<file path="src/rtl/fifo_wr_arbiter_if.sv">
// Requester lanes, FIFO write port and grant status shared by the write arbiter.
// slave is the arbiter's view; master is the requesters/FIFO side.
interface fifo_wr_arbiter_if #(
   parameter int NUM_REQ    = 4,
   parameter int DATA_WIDTH = 8
);
   logic [NUM_REQ-1:0]            req_valid;
   logic [NUM_REQ-1:0]            req_last;
   logic [NUM_REQ*DATA_WIDTH-1:0] req_data;
   logic [NUM_REQ-1:0]            req_ready;
   logic                          fifo_full;
   logic                          fifo_wr_en;
   logic [DATA_WIDTH-1:0]         fifo_din;
   logic [NUM_REQ-1:0]            grant;
   logic                          busy;

   modport master (
      output req_valid, req_last, req_data, fifo_full,
      input  req_ready, fifo_wr_en, fifo_din, grant, busy
   );

   modport slave (
      input  req_valid, req_last, req_data, fifo_full,
      output req_ready, fifo_wr_en, fifo_din, grant, busy
   );
endinterface

</file>
<file path="src/rtl/fifo_wr_arbiter.sv">
// Round-robin burst arbiter for one FIFO write port: 1-cycle grant latency, one IDLE bubble per grant.
// Write path is combinational from the registered grant; fifo_full stalls the burst in place.
module fifo_wr_arbiter #(
   parameter int NUM_REQ    = 4,
   parameter int DATA_WIDTH = 8,
   parameter int MAX_BURST  = 4
) (
   input  logic             clk,
   input  logic             rst,
   fifo_wr_arbiter_if.slave bus
);
   localparam int PTR_W = (NUM_REQ > 1) ? $clog2(NUM_REQ) : 1;
   localparam int CNT_W = $clog2(MAX_BURST + 1);

   typedef enum logic {
      IDLE  = 1'b0,
      BURST = 1'b1
   } state_t;

   state_t             state_q, state_d;
   logic [NUM_REQ-1:0] grant_q, grant_d;
   logic [PTR_W-1:0]   gidx_q, gidx_d;
   logic [PTR_W-1:0]   last_q, last_d;
   logic [CNT_W-1:0]   cnt_q, cnt_d;

   logic                  found;
   logic [PTR_W-1:0]      win_idx;
   logic                  in_burst;
   logic                  g_valid;
   logic                  g_last;
   logic                  xfer;
   logic                  cap_hit;
   logic [DATA_WIDTH-1:0] lane_dat;

   // Cyclic search starting just after the last winner, wrapping at NUM_REQ-1.
   always_comb begin
      int sum;
      found   = 1'b0;
      win_idx = '0;
      sum     = 0;
      for (int k = 1; k <= NUM_REQ; k++) begin
         sum = int'(last_q) + k;
         if (sum >= NUM_REQ) begin
            sum = sum - NUM_REQ;
         end
         if (!found && bus.req_valid[sum[PTR_W-1:0]]) begin
            found   = 1'b1;
            win_idx = sum[PTR_W-1:0];
         end
      end
   end

   always_comb begin
      lane_dat = '0;
      for (int i = 0; i < NUM_REQ; i++) begin
         if (gidx_q == PTR_W'(i)) begin
            lane_dat = bus.req_data[i*DATA_WIDTH +: DATA_WIDTH];
         end
      end
   end

   assign in_burst = (state_q == BURST);
   assign g_valid  = bus.req_valid[gidx_q];
   assign g_last   = bus.req_last[gidx_q];
   assign xfer     = in_burst && g_valid && !bus.fifo_full;
   // The transfer happening now is the MAX_BURST-th of this grant.
   assign cap_hit  = (cnt_q == CNT_W'(MAX_BURST - 1));

   assign bus.req_ready  = (in_burst && !bus.fifo_full) ? grant_q : '0;
   assign bus.fifo_wr_en = xfer;
   assign bus.fifo_din   = in_burst ? lane_dat : '0;
   assign bus.grant      = grant_q;
   assign bus.busy       = in_burst;

   always_comb begin
      state_d = state_q;
      grant_d = grant_q;
      gidx_d  = gidx_q;
      last_d  = last_q;
      cnt_d   = cnt_q;
      case (state_q)
         IDLE: begin
            if (found) begin
               state_d = BURST;
               grant_d = NUM_REQ'(1) << win_idx;
               gidx_d  = win_idx;
               last_d  = win_idx;
               cnt_d   = '0;
            end
         end
         BURST: begin
            if (xfer) begin
               cnt_d = cnt_q + 1'b1;
               if (g_last || cap_hit) begin
                  state_d = IDLE;
                  grant_d = '0;
               end
            end
         end
         default: begin
            state_d = IDLE;
            grant_d = '0;
         end
      endcase
   end

   always_ff @(posedge clk or posedge rst) begin
      if (rst) begin
         state_q <= IDLE;
         grant_q <= '0;
         gidx_q  <= '0;
         last_q  <= PTR_W'(NUM_REQ - 1);
         cnt_q   <= '0;
      end else begin
         state_q <= state_d;
         grant_q <= grant_d;
         gidx_q  <= gidx_d;
         last_q  <= last_d;
         cnt_q   <= cnt_d;
      end
   end
endmodule

</file>
<file path="src/flat_wrapper.sv">
// flat-port wrapper written by rule: the top's interface ports become plain ports
module fifo_wr_arbiter_flat 
#(
   parameter int NUM_REQ    = 4,
   parameter int DATA_WIDTH = 8,
   parameter int MAX_BURST  = 4
)
  (clk, rst, bus_req_valid, bus_req_last, bus_req_data, bus_fifo_full, bus_req_ready, bus_fifo_wr_en, bus_fifo_din, bus_grant, bus_busy);
  fifo_wr_arbiter_if #(.NUM_REQ(NUM_REQ), .DATA_WIDTH(DATA_WIDTH)) bus_i ();
  input  logic clk;
  input  logic rst;
  input wire logic [$bits(bus_i.req_valid)-1:0] bus_req_valid;
  input wire logic [$bits(bus_i.req_last)-1:0] bus_req_last;
  input wire logic [$bits(bus_i.req_data)-1:0] bus_req_data;
  input wire logic [$bits(bus_i.fifo_full)-1:0] bus_fifo_full;
  output wire logic [$bits(bus_i.req_ready)-1:0] bus_req_ready;
  output wire logic [$bits(bus_i.fifo_wr_en)-1:0] bus_fifo_wr_en;
  output wire logic [$bits(bus_i.fifo_din)-1:0] bus_fifo_din;
  output wire logic [$bits(bus_i.grant)-1:0] bus_grant;
  output wire logic [$bits(bus_i.busy)-1:0] bus_busy;
  assign bus_i.req_valid = bus_req_valid;
  assign bus_i.req_last = bus_req_last;
  assign bus_i.req_data = bus_req_data;
  assign bus_i.fifo_full = bus_fifo_full;
  assign bus_req_ready = bus_i.req_ready;
  assign bus_fifo_wr_en = bus_i.fifo_wr_en;
  assign bus_fifo_din = bus_i.fifo_din;
  assign bus_grant = bus_i.grant;
  assign bus_busy = bus_i.busy;
  fifo_wr_arbiter #(.NUM_REQ(NUM_REQ), .DATA_WIDTH(DATA_WIDTH), .MAX_BURST(MAX_BURST)) u_core (.clk(clk), .rst(rst), .bus(bus_i));
endmodule
</file>
<file path="config.mk">
export PLATFORM = sky130hd
export DESIGN_NAME = fifo_wr_arbiter_flat
export DESIGN_NICKNAME = d
export VERILOG_FILES = /design/src/rtl/fifo_wr_arbiter_if.sv /design/src/rtl/fifo_wr_arbiter.sv /design/src/flat_wrapper.sv
export SDC_FILE = /design/constraint.sdc
export NUM_CORES = 1
export LEC_CHECK = 0
export CORE_ASPECT_RATIO = 1.2
export CORE_MARGIN = 2
export CORE_UTILIZATION = 40
export DETAILED_ROUTE_END_ITERATION = 10
export PLACE_DENSITY = 0.95
export SYNTH_ARGS = -nofsm -noshare
export SYNTH_HDL_FRONTEND = slang
export SYNTH_SLANG_ARGS = --single-unit
</file>
<file path="constraint.sdc">
create_clock -name clk -period 3.4 [get_ports clk]
set_clock_uncertainty 0.05 [all_clocks]
set_input_delay 0.68 -clock clk [delete_from_list [all_inputs] [get_ports clk]]
set_output_delay 0.68 -clock clk [all_outputs]
set_load 0.01 [all_outputs]
</file>
==> results.sh <==
export IMPL_io_buffers=60
export IMPL_holdCritPathClass="flip-flop to flip-flop"
export IMPL_crit_fanout=8
export IMPL_max_freq_mhz=340.5
export IMPL_status="finished, final reports clean"
export IMPL_worst_ir_drop_vdd_v=0.0004983
export IMPL_cts_tree="yes"
export IMPL_min_period_ps=2937
export IMPL_rsz0062_at_grt="false"
export IMPL_rows=19
export IMPL_r2r_cells=5
export IMPL_critPathLaunchType="flip-flop"
export IMPL_grt_pass1_wl_um=4705
export IMPL_hold_depth=1
export IMPL_power_density_nw_per_um2=695.9
export IMPL_ctsHtreeMaxLevel=1
export IMPL_wl_per_cell_um=15.70
export IMPL_grtUsageTotal=0.2129
export IMPL_cap_violations=0
export IMPL_grt_pass1_vias=1009
export IMPL_drc=0
export IMPL_post_cts_buffers=0
export IMPL_dr_pass1_iters=4
export IMPL_required_ps=2670
export IMPL_cpMaxStageDelayCell="dfrtp_1"
export IMPL_via_count=986
export IMPL_slowest_delay_ps=570
export IMPL_setup_violations=0
export IMPL_fin_area_um2=1642
export IMPL_drt_initial_drc_count=20
export IMPL_die_area_um2=2887
export IMPL_cts_buffers=3
export IMPL_dieWidth_um=49.38
export IMPL_cts_sinks=12
export IMPL_cts_resized=0
export IMPL_dpl_cell_area_um2=1619
export IMPL_drive_above_1_share=0.1391
export IMPL_fin_nets=198
export IMPL_clockBufferDepth=2
export IMPL_drv_slew=0
export IMPL_clk_latency_ps=280
export IMPL_ys_seq_elements=12
export IMPL_netlist_area_um2=988.4
export IMPL_ios=61
export IMPL_cp_cell_sequence="buf_4 -> mux4_2 -> and2_1 -> clkdlybuf4s50_1"
export IMPL_ys_warnings_count=0
export IMPL_antenna_cells=0
export IMPL_antenna_left=0
export IMPL_hpwl_um=2351
export IMPL_holdBufCountCts=0
export IMPL_syn_to_final_growth_pct=66.08
export IMPL_critical_path_class="flip-flop to primary output"
export IMPL_crit_path_end_kind="primary output"
export IMPL_grt_overflow_total=0
export IMPL_cp_depth=4
export IMPL_grt_max_degree=15
export IMPL_clk_pin_slew_ps=70
export IMPL_coreArea_um2=2330
export IMPL_start_util=0.4243
export IMPL_worstPathArrival_ps=2210
export IMPL_gp_congestion=0.7840
export IMPL_die_h_um=58.46
export IMPL_min_period_over_period=0.8637
export IMPL_power_leakage_nw=0.6542
export IMPL_worst_slew_pin_slew_ps=511.7
export IMPL_final_setup_tns_ps=0
export IMPL_synth_seq_area_share=0.3063
export IMPL_hold_viol=0
export IMPL_cp_top_family="buffers and inverters"
export IMPL_crit_buf_inv=2
export IMPL_relSlewSlack=0.6557
export IMPL_postSynthAreaPerCell_um2=10.98
export IMPL_vias_per_cell=5.418
export IMPL_cts_root_buffer="clkbuf_4"
export IMPL_syn_inst=90
export IMPL_syn_nets=135
export IMPL_finalWirelength_um=2858
export IMPL_grt_antenna_before_repair=0
export IMPL_ys_types=34
-- Yosys cell counts (all sizes together) --
library cell  count  area (um2)
and2             12       75.07
dfrtp            10       250.2
mux4              8       180.2
a21oi             6       30.03
mux2i             6       60.06
nand2             6       22.52
nor2              5       18.77
buf               3       22.52
inv               3       11.26
a21o              2       15.01
a22o              2       17.52
clkbuf            2       8.750
dfstp             2       52.55
ha                2       25.02
nand2b            2       12.51
nand3b            2       15.01
nor4              2       27.53
o21ai             2       10.01
o2bb2ai           2       17.52
a21boi            1       7.510
a31oi             1       21.27
a32oi             1       8.760
nor2b             1       6.260
nor3b             1       7.510
o221a             1       11.26
o221ai            1       8.760
o22ai             1       20.02
o31ai             1       7.510
or2               1       6.260
or3b              1       11.26
-- power by group --
group,switching (W),internal [W]
clock network,0.0000476,0.0000411
registers,0.0000960,0.000214
logic,0.000288,0.000456
total,0.000432,0.000710
-- cell families after synthesis --
group | count (synthesis) | synth area share
and+or+nand+nor | 33 | 0.2051
AOI/OAI and AO/OA | 21 | 0.1772
muxes | 14 | 0.2430
DFF | 12 | 0.3063
buffers and inverters | 8 | 0.04303
adders and majority gates | 2 | 0.02531
-- worst register-to-register path, delay by kind of cell (launching register included) --
family          cells  cell delay, ps
buf+inv             1             190
flops               1             550
simple gates        1             480
compound gates      3             480
-- layer usage --
| metal | global-route usage | vias to the layer above | share of wire |
|---|---|---|---|
| li1 | - | 462 | - |
| met1 | 0.2562 | 463 | 0.41 |
| met2 | 0.3784 | 59 | 0.48 |
| met3 | 0.05584 | 2 | 0.10 |
| met4 | 0.05952 | 0 | 0.0066 |
| met5 | 0 | - | 0 |
-- cell usage in the layout (no fill, tap or decap), types with 3 or more instances in the layout --
cell,netlist,layout
buf_4,1,3
and2_1,12,12
a21oi_1,6,6
nor2_1,5,5
clkdlybuf4s50_1,0,60
dfrtp_1,10,10
mux2i_1,6,6
clkbuf_4,0,3
mux4_2,8,8
inv_1,3,3
nand2_1,6,6
-- metrics by stage --
step / std cells / total power [W] / util / setup WS (ps) / hold slack [ps]
3_3_place_gp: 179 / 0.001033 / 0.6950 / 479.3 / 419.1
5_1_grt: 182 / 0.001223 / 0.7046 / 349.5 / 480.2
2_1_floorplan: 90 / 0.0007475 / - / 1326 / 405.0
3_5_place_dp: 179 / 0.001060 / 0.6950 / 465.4 / 451.9
4_1_cts: 182 / 0.001152 / 0.7046 / 438.2 / 461.4
6_report: 182 / 0.001142 / 0.7046 / 463.5 / 462.3
-- path summary, 6_finish.rpt --
kind / start / to / slack [ps]
max in group asynchronous: rst / u_core.last_q[1] / 2320
hold / removal: u_core.cnt_q[0] / u_core.cnt_q[0] / 460
hold reg to reg: u_core.cnt_q[0] / u_core.cnt_q[0] / 460
min in group asynchronous: rst / u_core.bus.grant[2] / 640
setup reg to reg: u_core.gidx_q[1] / u_core.bus.grant[3] / 1540
setup / recovery: u_core.gidx_q[0] / bus_fifo_din[2] / 460
-- state kept, by name (all words and copies together) (netlist names) --
name	flops
u_core.cnt_q	3
u_core.bus.grant	4
u_core.bus.busy	1
u_core.gidx_q	2
u_core.last_q	2
-- area by class of cell --
class | instances | area, um2
timing repair buffer | 63 | 623.1
sequential | 12 | 302.8
tap | 31 | 38.79
clock buffer | 3 | 22.52
multi-input combinational | 70 | 643.1
fill | 171 | 688.2
inverter | 3 | 11.26
(Power assumes the default switching activity.)
